## config.mk

```make
export PLATFORM = sky130hd
export DESIGN_NAME = ap_r_seq_ctrl
export DESIGN_NICKNAME = d
export VERILOG_FILES = /design/src/rtl/ap_r_seq_ctrl.sv
export SDC_FILE = /design/constraint.sdc
export NUM_CORES = 1
export LEC_CHECK = 0
export CAP_MARGIN = 5
export CORE_UTILIZATION = 59
export CTS_BUF_LIST = sky130_fd_sc_hd__clkbuf_4 sky130_fd_sc_hd__clkbuf_8
export DETAILED_ROUTE_END_ITERATION = 10
export PLACE_DENSITY = 0.88
export SLEW_MARGIN = 10
export SYNTH_ARGS = -nofsm -noshare
export SYNTH_HDL_FRONTEND = slang
export SYNTH_SLANG_ARGS = --single-unit
```

## constraint.sdc

```tcl
create_clock -name clk -period 5.6 [get_ports clk]
set_clock_uncertainty 0.05 [all_clocks]
set_input_delay 1.12 -clock clk [delete_from_list [all_inputs] [get_ports clk]]
set_output_delay 1.12 -clock clk [all_outputs]
set_load 0.02 [all_outputs]
```

## src/rtl/ap_r_seq_ctrl.sv

```systemverilog
// Result-array sequencer for the associative processor.
// One job per start: row-write DATA_DEPTH words from the input stream, step the
// compare/write schedule over every bit column, then read every row back out.
// All array-facing outputs are registered and line up with the FSM state they
// belong to, so the array sees each phase in the same cycle the FSM is in it.
module ap_r_seq_ctrl #(
    parameter int         DATA_WIDTH     = 4,
    parameter int         DATA_DEPTH     = 4,
    parameter int         ADDR_WIDTH_CAM = 8,
    parameter int         NUM_PASS       = 3,
    parameter logic [2:0] RowxRow        = 3'd1,
    parameter logic [2:0] MODE_IDLE      = 3'd0
) (
    input  logic                      clk,
    input  logic                      rst,
    input  logic                      start,
    input  logic                      abs_en,
    output logic                      busy,
    output logic                      done,
    input  logic                      in_valid,
    output logic                      in_ready,
    input  logic [DATA_WIDTH-1:0]     in_data,
    output logic                      out_valid,
    input  logic                      out_ready,
    output logic [DATA_WIDTH-1:0]     out_data,
    input  logic [DATA_WIDTH-1:0]     q_out_row,
    output logic [2:0]                input_mode,
    output logic [ADDR_WIDTH_CAM-1:0] addr_input_Row,
    output logic [ADDR_WIDTH_CAM-1:0] addr_output_Row,
    output logic [DATA_WIDTH-1:0]     Ip_row,
    output logic                      rstIn,
    output logic [2:0]                Pass,
    output logic [DATA_WIDTH-1:0]     Mask,
    output logic                      ABS_opt
);

    // One extra bit so the row counter can reach DATA_DEPTH, which marks the
    // cycle in LOAD where the last write is on the array bus.
    localparam int CW = ADDR_WIDTH_CAM + 1;

    localparam logic [2:0] IDLE    = 3'd0;
    localparam logic [2:0] LOAD    = 3'd1;
    localparam logic [2:0] CMP     = 3'd2;
    localparam logic [2:0] WR      = 3'd3;
    localparam logic [2:0] RD_ADDR = 3'd4;
    localparam logic [2:0] RD_WAIT = 3'd5;
    localparam logic [2:0] RD_OUT  = 3'd6;
    localparam logic [2:0] DONE    = 3'd7;

    logic [2:0]                state_q, state_d;
    logic [CW-1:0]             row_q, row_d;
    logic [ADDR_WIDTH_CAM-1:0] col_q, col_d;
    logic [2:0]                pass_q, pass_d;
    logic                      wait_q, wait_d;

    logic                      accept;
    logic                      last_row_loaded;
    logic                      last_row_read;
    logic                      last_pass;
    logic                      last_col;

    logic                      busy_d;
    logic                      done_d;
    logic                      out_valid_d;
    logic [DATA_WIDTH-1:0]     out_data_d;
    logic [2:0]                input_mode_d;
    logic [ADDR_WIDTH_CAM-1:0] addr_input_row_d;
    logic [ADDR_WIDTH_CAM-1:0] addr_output_row_d;
    logic [DATA_WIDTH-1:0]     ip_row_d;
    logic                      rstin_d;
    logic [2:0]                pass_out_d;
    logic [DATA_WIDTH-1:0]     mask_d;
    logic                      abs_opt_d;

    // Load handshake and end-of-phase conditions.
    assign in_ready        = (state_q == LOAD) && (row_q < CW'(DATA_DEPTH));
    assign accept          = in_valid && in_ready;
    assign last_row_loaded = (row_q == CW'(DATA_DEPTH));
    assign last_row_read   = (row_q == CW'(DATA_DEPTH - 1));
    assign last_pass       = (pass_q == 3'(NUM_PASS));
    assign last_col        = (col_q == ADDR_WIDTH_CAM'(DATA_WIDTH - 1));

    // Next-state and counter logic for the three job phases.
    always_comb begin
        state_d = state_q;
        row_d   = row_q;
        col_d   = col_q;
        pass_d  = pass_q;
        wait_d  = wait_q;
        case (state_q)
            IDLE: begin
                if (start) begin
                    state_d = LOAD;
                    row_d   = '0;
                end
            end
            LOAD: begin
                if (accept) begin
                    row_d = row_q + CW'(1);
                end else if (last_row_loaded) begin
                    // Final row write is on the bus this cycle; compute next.
                    state_d = CMP;
                    col_d   = '0;
                    pass_d  = 3'd1;
                end
            end
            CMP: begin
                state_d = WR;
            end
            WR: begin
                state_d = CMP;
                if (last_pass) begin
                    pass_d = 3'd1;
                    if (last_col) begin
                        state_d = RD_ADDR;
                        row_d   = '0;
                    end else begin
                        col_d = col_q + ADDR_WIDTH_CAM'(1);
                    end
                end else begin
                    pass_d = pass_q + 3'd1;
                end
            end
            RD_ADDR: begin
                state_d = RD_WAIT;
                wait_d  = 1'b0;
            end
            RD_WAIT: begin
                // Two wait cycles cover the array's registered enable and data.
                if (wait_q) begin
                    state_d = RD_OUT;
                end else begin
                    wait_d = 1'b1;
                end
            end
            RD_OUT: begin
                if (out_ready) begin
                    if (last_row_read) begin
                        state_d = DONE;
                    end else begin
                        state_d = RD_ADDR;
                        row_d   = row_q + CW'(1);
                    end
                end
            end
            DONE: begin
                state_d = IDLE;
            end
            default: begin
                state_d = IDLE;
            end
        endcase
    end

    // Registered outputs are derived from the next state so they are valid
    // in the same cycle as the state they describe.
    always_comb begin
        busy_d       = (state_d != IDLE);
        done_d       = (state_d == DONE);
        out_valid_d  = (state_d == RD_OUT);
        out_data_d   = out_data;
        if ((state_q == RD_WAIT) && wait_q) begin
            out_data_d = q_out_row;
        end

        input_mode_d = MODE_IDLE;
        if ((state_d == LOAD) || (state_d == RD_ADDR) || (state_d == RD_WAIT) ||
            (state_d == RD_OUT)) begin
            input_mode_d = RowxRow;
        end

        // A row write lasts exactly one cycle after each accepted beat.
        rstin_d          = ~accept;
        addr_input_row_d = addr_input_Row;
        ip_row_d         = Ip_row;
        if (accept) begin
            addr_input_row_d = row_q[ADDR_WIDTH_CAM-1:0];
            ip_row_d         = in_data;
        end

        addr_output_row_d = addr_output_Row;
        if (state_d == RD_ADDR) begin
            addr_output_row_d = row_d[ADDR_WIDTH_CAM-1:0];
        end

        pass_out_d = 3'd0;
        if ((state_d == CMP) || (state_d == WR)) begin
            pass_out_d = pass_d;
        end

        mask_d = '0;
        if (state_d == WR) begin
            mask_d = DATA_WIDTH'(1) << col_d;
        end

        abs_opt_d = ABS_opt;
        if ((state_q == IDLE) && start) begin
            abs_opt_d = abs_en;
        end
    end

    // FSM state and job counters.
    always_ff @(posedge clk or negedge rst) begin
        if (!rst) begin
            state_q <= IDLE;
            row_q   <= '0;
            col_q   <= '0;
            pass_q  <= 3'd0;
            wait_q  <= 1'b0;
        end else begin
            state_q <= state_d;
            row_q   <= row_d;
            col_q   <= col_d;
            pass_q  <= pass_d;
            wait_q  <= wait_d;
        end
    end

    // Job status and output stream registers.
    always_ff @(posedge clk or negedge rst) begin
        if (!rst) begin
            busy      <= 1'b0;
            done      <= 1'b0;
            out_valid <= 1'b0;
            out_data  <= '0;
        end else begin
            busy      <= busy_d;
            done      <= done_d;
            out_valid <= out_valid_d;
            out_data  <= out_data_d;
        end
    end

    // Array control registers.
    always_ff @(posedge clk or negedge rst) begin
        if (!rst) begin
            input_mode      <= MODE_IDLE;
            addr_input_Row  <= '0;
            addr_output_Row <= '0;
            Ip_row          <= '0;
            rstIn           <= 1'b1;
            Pass            <= 3'd0;
            Mask            <= '0;
            ABS_opt         <= 1'b0;
        end else begin
            input_mode      <= input_mode_d;
            addr_input_Row  <= addr_input_row_d;
            addr_output_Row <= addr_output_row_d;
            Ip_row          <= ip_row_d;
            rstIn           <= rstin_d;
            Pass            <= pass_out_d;
            Mask            <= mask_d;
            ABS_opt         <= abs_opt_d;
        end
    end

endmodule

```

Word-level counts from Yosys, hierarchy flattened
Cells that the tools add are included.
{ "totals": {"ff_bits": 63, "in_bits": 14, "output_inout_bits": 40, "wordCells": 90} }
{ "classes": {"n_mux": 29, "n_addsub": 3, "reduce_logical": 13, "n_lt_le_gt_ge": 1, "bitwise_logic": 1, "n_eq_ne": 24, "shifts": 1} }
{ "op_table": {"columns": ["op", "n"], "rows": [
  ["$mux W9", 6],
  ["$pmux W9 S4", 1],
  ["$mux W3", 11],
  ["$mux W8", 4],
  ["$eq A3 B3 Y1 const B", 8],
  ["$pmux W3 S8", 1],
  ["$pmux W8 S2", 1],
  ["$eq A3 B2 Y1 const B", 5],
  ["$ne A2 B2 Y1 const B", 6],
  ["$add A9 B1 Y9 const B", 1],
  ["$eq A9 B2 Y1 const B", 1],
  ["$eq A9 B3 Y1 const B", 1],
  ["$lt A9 B3 Y1 const B", 1],
  ["$add A8 B1 Y8 const B", 1],
  ["$eq A8 B2 Y1 const B", 1],
  ["$shl A1 B8 Y4 const A", 1],
  ["$reduce_and A7 Y1", 1],
  ["$eq A3 B1 Y1 const B", 2],
  ["$pmux W3 S2", 1],
  ["$logic_and A1 B1 Y1", 4],
  ["$logic_or A1 B1 Y1", 4],
  ["$mux W4", 1],
  ["$reduce_bool A4 Y1", 1],
  ["$add A3 B1 Y3 const B", 1],
  ["other kinds (7)", 7]
]} }

Depth between registers and ports, before layout
Gate-level depths: netlist of the first run.
{ "depth": {"ltp_word": 10, "mapped_depth": 9, "depth_no_buf": 8} }

Worst setup path before layout of the first run
No wires, ideal clock.
{ "synth_path": {"path_type": "flip-flop to output port", "from": "reg row_q[3]", "to": "out in_ready", "path_stages_with_launch": 5, "arrival_ps": 1650, "required_ps": 4430, "path_buffers": 2, "slack_ps": 2780, "cell_sequence": "dfrtp_1 -> buf_6 -> or4_1 -> buf_2 -> nor3_1"} }
{ "synth_between": {"elab_chain_cells": 2} }
{ "synth_lines": {"columns": ["element", "line", "source"], "rows": [
  ["start: declaration", "51", "logic [CW-1:0] row_q, row_d;"],
  ["start signal: assignment", "212", "row_q <= row_d;"],
  ["$lt A9 B3 Y1", "76", "assign in_ready = (state_q == LOAD) && (row_q < CW'(DATA_DEPTH));"],
  ["$logic_and A1 B1 Y1", "76", null],
  ["end: declaration", "21", "output logic in_ready,"]
]} }
Every way passes these cells.

Worst setup path after layout of the first run
Ends and elaborated chain as after synthesis.

==> results.yml, run 1 <==
global_routing:
  track_usage_pct: 27.35
  grtUsageMet3_pct: 4.819
  overflow: 0
  grt.busiest_layer: "met2"
  grt_max_degree: 62
  grt_pass1_wl_mm: 11.27
  grtUsageMet2_pct: 42.44
  grt_pass1_vias: 2327
  antenna_found_initial: 0
  met1_usage_pct: 38.06
setup_path:
  critPathKind: "register to output pin"
  slowest_delay_ns: 0.74
  cp_top_family: "simple AND/OR/NAND/NOR gates"
  crit_path_start_kind: "register"
  worstPathCellList: "or4_1 > nor3_1 > clkdlybuf4s50_1"
  path_max_fanout: 9
  cp-end-kind: "output pin"
  crit_buf_inv: 1
  crit_slowest_cell: "or4_1"
  cp.arrival_ns: 2.45
  required_ns: 4.43
synthesis:
  synth_warnings: 0
  yosysTopAreaCellShare_pct: 48.13
  synthTopCellsByArea: "dfrtp_1 48%, nand2_1 4.3%, mux2_2 2.2%"
  syn_inst: 309
  synth_enable_flop_cells: 0
  synth_commonest_cells: "60 x dfrtp_1, 36 x nand2_1, 15 x nor2_1"
  ys_seq_area_share_pct: 48.98
  synth_area_um2: 3119
  synth.avg_cell_area_um2: 10.09
  yosysTopAreaCell: "dfrtp_1"
  synth.most_common_cell: "dfrtp_1"
  async_flop_share_pct: 100.0
  synthFlopType: "dfrtp_1"
  ys_seq_elements: 61
  synth_cell_type_count: 69
floorplanning:
  dieArea_um2: 5582
  core.rowCount: 26
  chipHeight_um: 74.71
  core_area_um2: 5107
  die_w_um: 74.71
  io_pins: 54
  initial_utilization_pct: 61.07
run_status:
  status: "finished clean"
clock_network:
  post_cts_buffers: 0
  hold_buffers: 0
  cts.sinks: 61
  cts_resized: 0
  insertion_delay_ns: 0.34
  clk_path_buf_depth: 2
  numCtsBuffers: 9
  cts_root_buf: "clkbuf_8"
  path_clk_slew_ns: 0.06
  cts_tree: "done"
  htreeDepth: 3
final_layout:
  area_growth_pct: 23.51
  final_core_util_pct: 75.43
  diodes: 0
  drive_above_1_share_pct: 12.81
  finalNetCount: 372
  final_cell_area_um2: 3852
pwr:
  vdd_drop_max_v: 0.0002724
  p_comb_share_pct: 39.6
  seqPwrFrac_pct: 36.2
  power.density_nw_per_um2: 440.2
  clkPwrFrac_pct: 24.1
  power.net_switching_w: 0.0006459
  leakage_nw: 1.697
  p_int_w: 0.001050
  power_w: 0.001696
  switching_share_pct: 38.08
timing:
  worst_pin_slew_ns: 0.7892
  hold_viol_final: 0
  period_minus_slack_ns: 3.619
  fin_tns_setup_ns: 0
  setup_viol: 0
  slew_headroom_pct: 47.39
  max_freq_ghz: 0.2763
  finalMaxSlewViolations: 0
  post-route-period-util_pct: 64.62
  rsz0062_at_grt: "false"
drt:
  drt_iter0_drc: 344
  drc_errors: 0
  via_per_inst: 6.103
  drtPass1Iterations: 5
  routed-via-count: 2618
  antenna_left: 0
  wire_per_inst_um: 16.50
  routed_wl_mm: 7.079
placement:
  port_buffers: 51
  post-dp-hpwl_mm: 4.897
  gp_congestion: 0.9113
  dpl-instance-area_um2: 3637
flow_run:
  max_cap_violations: 0
hold_path:
  hp-class: "register to register"
## layout by cell type, fill, tap and decap left out, types with 3 or more instances in the layout
cell type        count
o21ai_0             10
a211o_1              4
o31a_1               3
nor2b_1              4
o31ai_1              4
a31oi_1              4
mux2_2               6
a21oi_1              8
nor3_1              10
ha_1                 4
clkdlybuf4s50_1     50
dfrtp_1             60
nor2_1              15
o2bb2ai_1            5
nor3b_1              6
and2_1               9
nor4_1               4
nand3b_1             5
a22o_1               3
a2111oi_1            3
or4_1                3
a41oi_1              4
nand4_1              3
nand3_1              8
a21o_1               5
clkbuf_8            12
o41ai_1              4
nand2b_1             4
nand2_1             36
inv_1               10
## layer usage
layer  up-vias  wire, um
met2        97      3471
met1      1273      3098
met3        16       357
met5         -         0
met4         0       151
li1       1232         -
## area by class of cell
cell class | instances | area [um2]
Sequential cell | 61 | 1528
Multi-Input combinational cell | 217 | 1456
Fill cell | 366 | 1255
Timing Repair Buffer | 53 | 520.5
Clock buffer | 13 | 172.7
Tap cell | 70 | 87.58
Inverter | 12 | 45.04
Clock inverter | 3 | 42.54
## logic make-up after synthesis
kind of cell | after synthesis | share of synthesized area, %
other | 1 | 0.1202
and+or+nand+nor | 125 | 22.26
xor gates and xnor gates | 2 | 0.5617
buffers and inverters | 32 | 4.452
muxes | 6 | 2.166
DFF | 61 | 48.98
adders and majority gates | 4 | 1.605
AOI/OAI and AO/OA | 78 | 19.86
## per-stage QoR
step / cells / setup WS [ns] / hold slack (ns)
3_3_place_gp: 413 / 2.241 / 0.4067
6_report: 429 / 1.981 / 0.4345
2_1_floorplan: 310 / 2.780 / 0.4334
3_5_place_dp: 413 / 2.192 / 0.4193
4_1_cts: 429 / 1.980 / 0.4338
5_1_grt: 429 / 1.891 / 0.4531
## worst reg2reg max path, delay by kind of cell (launching register included)
family	cells	cell delay (ns)
flip-flops	1	0.59
AO/OA/AOI/OAI	3	0.94
AND/OR/NAND/NOR	3	0.94
buffers and inverters	1	0.19
## flip-flops by register name, indices dropped and copies added, names as in the netlist
register and count:
rstIn 1, Pass 3, row_q 9, done 1, wait_q 1, busy 1
state_q 3, Mask 4, ABS_opt 1, input_mode 1, out_data 4, pass_q 3
addr_output_Row 8, out_valid 1, Ip_row 4, col_q 8, addr_input_Row 8
## worst paths after layout
kind | endpoint | start | cells after the start | slack (ns)
hold / removal | Ip_row[0] | Ip_row[0] | 2 | 0.43
max in group asynchronous | addr_output_Row[1] | rst | 2 | 4.13
setup / recovery | in_ready | row_q[3] | 3 | 1.98
setup reg to reg | addr_output_Row[2] | state_q[2] | 7 | 2.75
hold reg to reg | Ip_row[0] | Ip_row[0] | 2 | 0.43
min in group asynchronous | Mask[1] | rst | 2 | 0.88
## power by group through the flow
stage | clock (W) | combinational, W | sequential [W]
CTS | 0.000414 | 0.000674 | 0.000613
detailed placement | 0 | 0.000667 | 0.000618
finish | 0.000409 | 0.000672 | 0.000614
global route | 0.000432 | 0.000736 | 0.000626
floorplan | 0 | 0.000404 | 0.000649
global placement | 0 | 0.000646 | 0.000614
Note: power is estimated with default switching activity, not from simulation.
==> run 2, diff against run 1 <==
- CORE_UTILIZATION: 59 -> 49
- PLACE_DENSITY: 0.88 -> 0.78
- clock period: 5.6 -> 3.2 ns (I/O delays scaled with it)
==> run 2 against run 1 <==
Hold slack got worse by 0.24 ns; highest routed layer unchanged; first-iteration DRC count decreased by 34%; critical path depth unchanged; largest power group unchanged.
==> results.yml, run 2 (same netlist as run 1, synthesis figures left out) <==
run_status:
  status: "finished clean"
setup_path:
  worstReg2RegStart: "row_q[3]"
  path_max_fanout: 9
  crit_path_start_kind: "register"
  crit_start: "row_q[3]"
  worstPathCellList: "or4_1 > nor3_1 > clkdlybuf4s50_1"
  crit_slowest_cell: "or4_1"
  cp.arrival_ns: 2.42
  required_ns: 2.51
  cp-end-kind: "output pin"
  slowest_delay_ns: 0.74
  critPathKind: "register to output pin"
  r2r_setup_slack_ns: 0.38
global_routing:
  track_usage_pct: 23.39
  grt_pass1_vias: 2395
  grt_max_degree: 23
  grt_pass1_wl_mm: 11.70
  overflow: 0
  antenna_found_initial: 0
final_layout:
  regMostFlops: "row_q"
  final_common_cell: "dfrtp_1"
  diodes: 0
  drive_above_1_share_pct: 14.01
  final_cell_mix: "60 x dfrtp_1, 50 x clkdlybuf4s50_1, 36 x nand2_1, 15 x nor2_1"
  final_core_util_pct: 64.41
  area_growth_pct: 24.43
  final_cell_area_um2: 3881
  finalNetCount: 377
  largest_reg_flops: 9
drt:
  drtPass1Iterations: 5
  drt_iter0_drc: 228
  routed_wl_mm: 7.118
  via_per_inst: 5.954
  wire_per_inst_um: 16.21
  antenna_left: 0
  routed-via-count: 2614
  drc_errors: 0
clock_network:
  htreeDepth: 3
  post_cts_buffers: 0
  numCtsBuffers: 9
  clk_path_buf_depth: 2
  insertion_delay_ns: 0.33
  cts_resized: 0
  cts_root_buf: "clkbuf_8"
  hold_buffers: 0
  cts_tree: "done"
  cts.sinks: 61
  path_clk_slew_ns: 0.07
pwr:
  leakage_nw: 1.715
  vdd_drop_max_v: 0.0004639
  power_w: 0.002960
  power.density_nw_per_um2: 762.5
floorplanning:
  chipHeight_um: 81.79
  core.rowCount: 28
  die_w_um: 81.79
  io_pins: 54
  core_area_um2: 6026
  dieArea_um2: 6689
  initial_utilization_pct: 51.76
timing:
  slew_headroom_pct: 48.75
  period_minus_slack_ns: 3.111
  fin_ws_ns: 0.08929
  setup_viol: 0
  fin_tns_setup_ns: 0
  rsz0062_at_grt: "false"
  max_freq_ghz: 0.3215
  finalMaxSlewViolations: 0
  hold_viol_final: 0
  post-route-period-util_pct: 97.21
  worst_pin_slew_ns: 0.7688
placement:
  dpl-instance-area_um2: 3681
  post-dp-hpwl_mm: 5.028
  gp_congestion: 0.8768
  pre_cts_ws_ns: 0.2822
  port_buffers: 51
flow_run:
  max_cap_violations: 0
hold_path:
  hp-class: "primary input to asynchronous set/reset pin"
run 2: changes by cell type in the layout (fill, tap and decap cells not counted), sizes merged:
| cell | delta |
|---|---|
| buf | +5 |
| clkbuf | -1 |
| clkinv | +1 |
run 2: power by group:
part           switching (W)  internal [W]  total, W
Combinational       0.000743      0.000502   0.00125
Clock               0.000287      0.000396  0.000683
Sequential          0.000103      0.000928   0.00103
Total                0.00113       0.00183   0.00296
run 2: metrics by stage:
stage	std cells	hold WS [ns]
3_3_place_gp	423	0.4111
3_5_place_dp	423	0.4100
2_1_floorplan	310	0.2944
4_1_cts	439	0.1934
5_1_grt	439	0.2210
6_report	439	0.1905
run 2: worst paths after layout:
kind / cells after the start / to
max: 3 / in_ready
min: 1 / out_data[3]
max reg2reg: 6 / addr_output_Row[0]
min reg2reg: 2 / Ip_row[3]
max in group asynchronous: 2 / rstIn
min in group clk: 2 / Ip_row[3]
run 2: routing by layer:
metal / share of wire [%] / global-route usage (%)
met5: 0 / 0
met4: 1.6 / 7.193
met3: 5.7 / 6.000
met2: 47 / 35.21
met1: 46 / 33.09
run 2: final cells by class:
cell class | instances | area, um2
fill | 503 | 2145
sequential | 61 | 1528
multi-input combinational | 217 | 1456
timing repair buffer | 58 | 558.0
clock buffer | 12 | 152.6
tap | 75 | 93.84
clock inverter | 4 | 47.55
inverter | 12 | 45.04
run 2: critical path: cells and delay by family (launching register included):
family                 cells  cell delay (ns)
buffers and inverters      1             0.63
DFF                        1             0.47
and+or+nand+nor            2             0.99
==> run 3, diff against run 2 <==
- CAP_MARGIN: 5 -> default
- PLACE_DENSITY: 0.78 -> default
- PLACE_DENSITY_LB_ADDON: default -> 0.12
==> run 3 against run 2 <==
Core utilization grew 0.27 points; flip-flop and latch count unchanged; die area unchanged; final cell count unchanged; sequential share of layout area decreased by 0.16 points; non-clock buffer count unchanged; setup slack better by 0.12 ns; first-iteration DRC count down 32%; critical path depth stayed put.
==> results.yml, run 3 (same netlist as run 1, synthesis figures left out) <==
clock_network:
  post_cts_buffers: 0
  numCtsBuffers: 9
  path_clk_slew_ns: 0.07
  clk_path_buf_depth: 2
  cts.sinks: 61
  htreeDepth: 3
  hold_buffers: 0
  insertion_delay_ns: 0.34
  cts_root_buf: "clkbuf_8"
  cts_tree: "done"
final_layout:
  drive_above_1_share_pct: 14.29
  diodes: 0
  area_growth_pct: 24.95
  stdcell_count: 439
  finalNetCount: 377
  regMostFlops: "row_q"
  final_core_util_pct: 64.68
  largest_reg_flops: 9
  final_cell_mix: "60 x dfrtp_1, 50 x clkdlybuf4s50_1, 36 x nand2_1, 15 x nor2_1"
  final_common_cell: "dfrtp_1"
drt:
  antenna_left: 0
  dr_wl_met2_mm: 3.042
  drc_errors: 0
  wire_per_inst_um: 15.75
  routed-via-count: 2511
  via_per_inst: 5.720
  routed_wl_mm: 6.914
  met1_length_mm: 3.407
  drt_iter0_drc: 155
  route.met3.wl_um: 331
  highest_layer: "met4"
  drtPass1Iterations: 5
placement:
  port_buffers: 51
  dp.cells: 423
  post-dp-hpwl_mm: 5.000
  gp_congestion: 0.9279
floorplanning:
  die_w_um: 81.79
  core.rowCount: 28
  dieArea_um2: 6689
  io_pins: 54
  initial_utilization_pct: 51.76
  core_area_um2: 6026
  chipHeight_um: 81.79
global_routing:
  grt_max_degree: 35
  track_usage_pct: 22.99
  grt_pass1_wl_mm: 11.40
  overflow: 0
  antenna_found_initial: 0
  grt_pass1_vias: 2333
timing:
  setup_viol: 0
  rsz0062_at_grt: "false"
  post-route-period-util_pct: 93.60
  hold_viol_final: 0
  max_freq_ghz: 0.3339
  finalMaxSlewViolations: 0
  worst_pin_slew_ns: 0.6857
  fin_tns_setup_ns: 0
  period_minus_slack_ns: 2.995
  slew_headroom_pct: 54.28
flow_run:
  max_cap_violations: 0
setup_path:
  path_max_fanout: 9
  cp.arrival_ns: 2.31
  critPathKind: "register to output pin"
  crit_path_start_kind: "register"
  cp-end-kind: "output pin"
  required_ns: 2.51
hold_path:
  hp-class: "primary input to asynchronous set/reset pin"
pwr:
  leakage_nw: 1.718
  vdd_drop_max_v: 0.0004723
  power_w: 0.002952
  power.density_nw_per_um2: 757.5
run_status:
  status: "finished clean"
## run 3: worst paths after layout
check | from | end | slack, ns | depth (start not counted)
setup / recovery | row_q[3] | in_ready | 0.20 | 3
hold / removal | rst | col_q[6] | 0.28 | 1
setup reg to reg | col_q[3] | Mask[3] | 0.35 | 5
hold reg to reg | Ip_row[3] | Ip_row[3] | 0.42 | 2
max in group asynchronous | rst | row_q[1] | 2.22 | 2
min in group clk | Ip_row[3] | Ip_row[3] | 0.42 | 2
## run 3: where the power goes
part | switching (W) | total, W | internal (W)
sequential | 0.000104 | 0.00103 | 0.000928
combinational | 0.000727 | 0.00124 | 0.000510
clock | 0.000287 | 0.000683 | 0.000395
total | 0.00112 | 0.00295 | 0.00183
## run 3: worst max-delay path, stage by stage, from the launching register on
cell	delay [ns]
dfrtp_1	0.47
or4_4	0.64
nor3_1	0.22
clkdlybuf4s50_1	0.63
## run 3: per-layer routing
| layer | vias to the layer above | track usage, % |
|---|---|---|
| li1 | 1237 | - |
| met1 | 1190 | 32.83 |
| met2 | 71 | 32.81 |
| met3 | 13 | 5.667 |
| met4 | 0 | 10.18 |
| met5 | - | 0 |
## run 3: final cells by class
| type | instances | area (um2) |
|---|---|---|
| flip-flops and latches | 61 | 1528 |
| repair buffers | 58 | 570.5 |
| well taps | 75 | 93.84 |
| clock buffers | 12 | 152.6 |
| inverters | 12 | 45.04 |
| multi-input cells | 217 | 1460 |
| clock inverters | 4 | 47.55 |
| fillers | 509 | 2128 |
## run 3: stage by stage
stage / instance area [um2] / hold WS (ns) / worst slack (ns)
detailed placement: 3694 / 0.4144 / 0.4194
floorplan: 3123 / 0.2944 / 0.7152
CTS: 3894 / 0.2868 / 0.03324
global route: 3897 / 0.3231 / 0.1142
global placement: 3694 / 0.4026 / 0.4307
finish: 3897 / 0.2777 / 0.2047
## run 3: timing repair
action	CTS	global route
endpoints found under the setup margin	0	1
resized for setup	0	1
endpoints found under the hold margin	0	0
==> edit 1 (flow settings as in run 2) <==
`DATA_WIDTH`: 4 -> 5.
--- a/src/rtl/ap_r_seq_ctrl.sv
+++ b/src/rtl/ap_r_seq_ctrl.sv
@@ -6,3 +6,3 @@
 module ap_r_seq_ctrl #(
-    parameter int         DATA_WIDTH     = 4,
+    parameter int         DATA_WIDTH     = 5,
     parameter int         DATA_DEPTH     = 4,
Ports: changed (5 resized); port bits go from 54 to 59. No check against the original RTL was run, so the function may have changed too.
==> edit 1 against run 2 <==
Sequential power increased by 13%. Total power is 11% higher. Worst hold slack improved by 0.22 ns. Die area up 0.86%. Highest routed layer unchanged. Sequential cell count is 3 higher. Design area up 1.9%. Count of clock-buffer cells in the layout unchanged. Area after synthesis up 0.88%. Worst setup slack improved by 0.28 ns. Utilization increased by 0.87 points. Non-clock buffer count is 5 higher. Routed wire length fell by 1.2%.
==> edit 1: results (changes against run 2) <==
- Resized cells post-CTS: 0 (unchanged)
- FF+latch area: 1600 µm² (+4.9%)
- Leakage power: 1.80 nW (+5.0%)
- Non-Clock Buffer Area Fraction: 0.154 (+0.00992)
- Fraction of the yosys area taken by sequential cells: 0.509 (+0.0196)
- Net Sw Frac: 0.380 (-0.00270)
- Slew @ Worst Pin: 0.779 ns (+0.00977 ns)
- DP HPWL: 4.83 mm (-3.9%)
- Maximum vdd ir drop: 0.000436 V (-6.1%)
- Largest net degree at the start of global routing: 65 (+180%)
- Fraction of area in multi-input gates: 0.355 (-0.0204)
- Iteration-0 DRC Markers: 293 (+29%)
- Critical path peak fanout: 15 (+6)
- Share of layout cells above drive strength 1: 0.124 (-0.0161)
- Final WL: 7.03 mm (-1.2%)
- Inverter count: 14 (+2)
- #FFs+latches synth: 64 (+4.9%)
- R2R cell count: 5 (-1)
- CTS Buf Count: 9 (unchanged)
- I/O Buffers: 56 (+9.8%)
- Htree depth: 3 (unchanged)
- Fill cells: 493 (-2.0%)
- Non-CTS buffers: 63 (+8.6%)
- Vias: 2604 (-0.38%)
- Setup slack, reg-to-reg: 0.52 ns (+0.14 ns)
- Ranking of synthesized cells by area: dfrtp_1 50%, nand2_1 3.5%, mux2_2 2.9%
- Status: completed
- Placer's final routability congestion estimate: 0.837 (-4.6%)
- Comb power: 1.44 mW (+15%)
- Hold slack: 0.415 ns (+0.224 ns)
- Total GRT Usage: 0.231 (-0.00295)
- Power in the clock group: 0.685 mW (about the same)
- First-pass GRT wire length: 11.6 mm (-0.83%)
- Netlist cell types: 63 (-8.7%)
- Vias in the first global route: 2405 (+0.42%)
- Final nets: 388 (+2.9%)
- Pre-CTS setup slack: 0.372 ns (+0.0897 ns)
- Leading cell types by count after synthesis: 63 x dfrtp_1, 29 x nand2_1, 17 x a21oi_1, 17 x nor2_1
- Asr flop ratio synth: 1.00 (unchanged)
- Most flop-heavy register: row_q
- Reg-to-Reg Start: row_q[3]$_DFF_PN0_
- ClkCell Share: 0.0493 (-0.00224)
- Multi-In Gates: 215 (-0.92%)
- CTS max path bufs: 2 (unchanged)
edit 1: through the flow:
stage / power (mW) / cell area [µm²] / instances / utilization
final: 3.29 / 3960 / 446 / 0.653
after global placement: 2.57 / 3760 / 431 / 0.621
after CTS: 3.31 / 3960 / 446 / 0.653
after global routing: 3.50 / 3960 / 446 / 0.653
after detailed placement: 2.60 / 3760 / 431 / 0.621
after floorplan: 2.06 / 3150 / 311 / -
edit 1: metal layers:
layer  part of all wire  vias up  global-route usage  wire length [µm]
li1                   -     1236                   -                 -
met1               0.47     1257               0.317              3300
met2               0.45      103               0.341              3150
met3              0.073        8              0.0857               513
met4              0.010        0              0.0649                70
met5                  0        -                   0                 0
edit 1: worst max-delay path by stage:
stage                    startpoint                              to  slack [ns]  cells after the start
2_1_floorplan    row_q[6]$_DFF_PN0_  addr_output_Row[0]$_DFFE_PN0N_        0.76                      6
3_3_place_gp               in_valid              row_q[5]$_DFF_PN0_        0.40                      6
3_5_place_dp               in_valid              row_q[3]$_DFF_PN0_        0.37                      6
4_1_cts        state_q[1]$_DFF_PN0_                        in_ready        0.36                      4
5_1_grt        state_q[1]$_DFF_PN0_                        in_ready        0.20                      4
6_report       state_q[1]$_DFF_PN0_                        in_ready        0.37                      4
edit 1: kinds of logic (layout without fill, tap and decap cells):
kind of cell | count (synthesis) | after routing | synth area share
other cells | 1 | 2 | 0.00119
fa+ha+maj | 5 | 5 | 0.0199
buf+inv | 32 | 92 | 0.0457
compound gates | 71 | 71 | 0.155
mux | 11 | 11 | 0.0390
xor+xnor | 2 | 2 | 0.00557
flops | 64 | 64 | 0.509
simple gates | 124 | 124 | 0.224
edit 1: critical path, cell delays in order, from the launching register on:
cell             delay, ns
dfrtp_1               0.54
nor4b_1               0.36
buf_4                 0.17
and3_1                0.14
clkdlybuf4s50_1       0.59
==> edit 2 (config.mk and constraints of run 2) <==
Made on the original files. `addr_input_Row` no longer has a reset.
--- a/src/rtl/ap_r_seq_ctrl.sv
+++ b/src/rtl/ap_r_seq_ctrl.sv
@@ -237,3 +237,2 @@
             input_mode      <= MODE_IDLE;
-            addr_input_Row  <= '0;
             addr_output_Row <= '0;
@@ -246,3 +245,2 @@
             input_mode      <= input_mode_d;
-            addr_input_Row  <= addr_input_row_d;
             addr_output_Row <= addr_output_row_d;
@@ -256,2 +254,6 @@
 
+    always_ff @(posedge clk) begin
+        addr_input_Row <= addr_input_row_d;
+    end
+
 endmodule
Check against the original RTL: differs if rst is asserted again (counterexample within 4 cycles, from zero or initial values and one cycle with rst low); with rst held inactive, the same outputs for 10 cycles.
==> edit 2 against run 2 <==
Worst setup slack improved by 0.29 ns. Routed wire length decreased by 4.5%. Total power increased by 17%. Area after synthesis decreased by 4.7%. Sequential cell count unchanged. Design area decreased by 2.1%. Register-to-register slack improved by 0.09 ns. Critical endpoint unchanged. Largest cell class unchanged. Highest routed layer unchanged.
==> edit 2: results (changes against run 2) <==
- Postcts setup bufs: 0 (unchanged)
- CTS Root Cell: clkbuf_8
- M1 wire length: 3.05 mm (-7.1%)
- Post-Place Cell Area: 3560 µm² (-3.4%)
- Share of layout cells above drive strength 1: 0.102 (-0.0381)
- Drt pass-1 iters: 4 (-1)
- Largest net degree at the start of global routing: 29 (+26%)
- Placer's final routability congestion estimate: 0.871 (-0.66%)
- CTS Buf Count: 9 (unchanged)
- Final nets: 356 (-5.6%)
- Critical path arrival: 2.13 ns (-0.29 ns)
- Asr flop ratio synth: 0.869 (-0.131)
- Resized cells post-CTS: 0 (unchanged)
- CTS max path bufs: 2 (unchanged)
- Post-Synth XOR/XNOR Area: 0.0118 (+0.00617)
- Leading cell types by count after synthesis: 52 x dfrtp_1, 32 x nand2_1, 13 x nor2_1, 12 x a21oi_1, 12 x clkbuf_1
- Final WL: 6.80 mm (-4.5%)
- Initial antenna violation count: 0 (unchanged)
- Total GRT Usage: 0.237 (+0.00334)
- Htree depth: 3 (unchanged)
- Final ANT Viol Nets: 0 (unchanged)
- First-pass GRT wire length: 11.3 mm (-3.2%)
- WL met2: 3.27 mm (-1.5%)
- Antenna diode count: 0 (unchanged)
- Vias in the first global route: 2366 (-1.2%)
- Post-synthesis compound-gate area fraction: 0.159 (-0.0395)
- I/O Buffers: 51 (unchanged)
- Maximum vdd ir drop: 0.000514 V (+11%)
- Iteration-0 DRC Markers: 151 (-34%)
- Post-synth EDFFs: 8 (+8)
- Leakage power: 1.65 nW (-3.8%)
- Slew @ Worst Pin: 0.640 ns (-0.129 ns)
- Mux contribution to synthesized area: 0.0332 (+0.0116)
- Ranking of synthesized cells by area: dfrtp_1 44%, edfxtp_1 8.1%, nand2_1 4.0%
- DP HPWL: 4.84 mm (-3.8%)
- Adder-Cell Fraction of Synth Area: 0.0168 (+0.000790)
- Most flop-heavy register: row_q
- Netlist cell types: 59 (-14%)
- Met3 WL post-DR: 384 µm (-5.0%)
- DR top layer: met4
- Status: completed
- Fraction of the yosys area taken by sequential cells: 0.527 (+0.0376)
- Number of vias per cell: 5.86 (-1.6%)
- Yosys warns: 0 (unchanged)
- Critical path peak fanout: 18 (+9)
- Max reg flops: 9 (unchanged)
- Hold Crit Class: in -> async
- Clock insertion delay at the later pin of the skew report: 0.34 ns
- Clock Pin Slew Worst Setup and Hold Paths: 0.07 ns (about the same)
## edit 2: changes by cell type in the layout (fill, tap and decap cells not counted), sizes merged, moves of 4 or more
cell	change
a21oi	+4
dfrtp	-8
inv	-5
or4	-4
nor3b	-5
and3	+4
and2	-6
nand2	-4
edfxtp	+8
## edit 2: report_power, final
part	switching (mW)	internal (mW)	total, mW
clock	0.289	0.542	0.831
combinational	0.820	0.634	1.45
sequential	0.169	0.995	1.16
total	1.28	2.17	3.45
## edit 2: metal layers
layer / global-route usage / up-vias
li1: - / 1165
met1: 0.307 / 1195
met2: 0.383 / 78
met3: 0.0674 / 11
met4: 0.0786 / 0
met5: 0 / -
## edit 2: layout make-up
type | count | area, µm²
Fill cell | 461 | 2090
Sequential cell | 61 | 1570
Multi-Input combinational cell | 202 | 1320
Timing Repair Buffer | 57 | 551
Clock buffer | 11 | 145
Clock inverter | 5 | 97.6
Tap cell | 75 | 93.8
Inverter | 7 | 26.3
## edit 2: final timing paths
path	startpoint	end	slack (ns)	cells past startpoint
min	rst	out_data[1]$_DFFE_PN0P_	0.26	1
min in group clk	Ip_row[3]$_DFFE_PN0P_	Ip_row[3]$_DFFE_PN0P_	0.42	2
min reg2reg	Ip_row[3]$_DFFE_PN0P_	Ip_row[3]$_DFFE_PN0P_	0.42	2
max	state_q[2]$_DFF_PN0_	in_ready	0.38	4
max reg2reg	col_q[0]$_DFF_PN0_	Mask[3]$_DFF_PN0_	0.47	6
max in group asynchronous	rst	col_q[7]$_DFF_PN0_	2.08	2
## edit 2: cell families (layout without fill, tap and decap cells)
family | count (synthesis) | after routing
simple gates | 117 | 117
compound gates | 66 | 66
flops | 61 | 61
buf+inv | 22 | 80
mux | 9 | 9
fa+ha+maj | 4 | 4
xor+xnor | 4 | 4
other cells | 1 | 2
## edit 2: through the flow
stage	utilization	instances	worst slack (ns)
floorplan	-	285	0.605
global placement	0.604	402	0.543
detailed placement	0.604	402	0.472
CTS	0.645	418	0.366
global route	0.645	418	0.176
finish	0.645	418	0.378
## edit 2: worst max-delay path: stages, from the launching register on
cell	delay (ns)
dfrtp_1	0.58
nor3b_1	0.34
nand3_1	0.16
nor2_1	0.11
clkdlybuf4s50_1	0.60
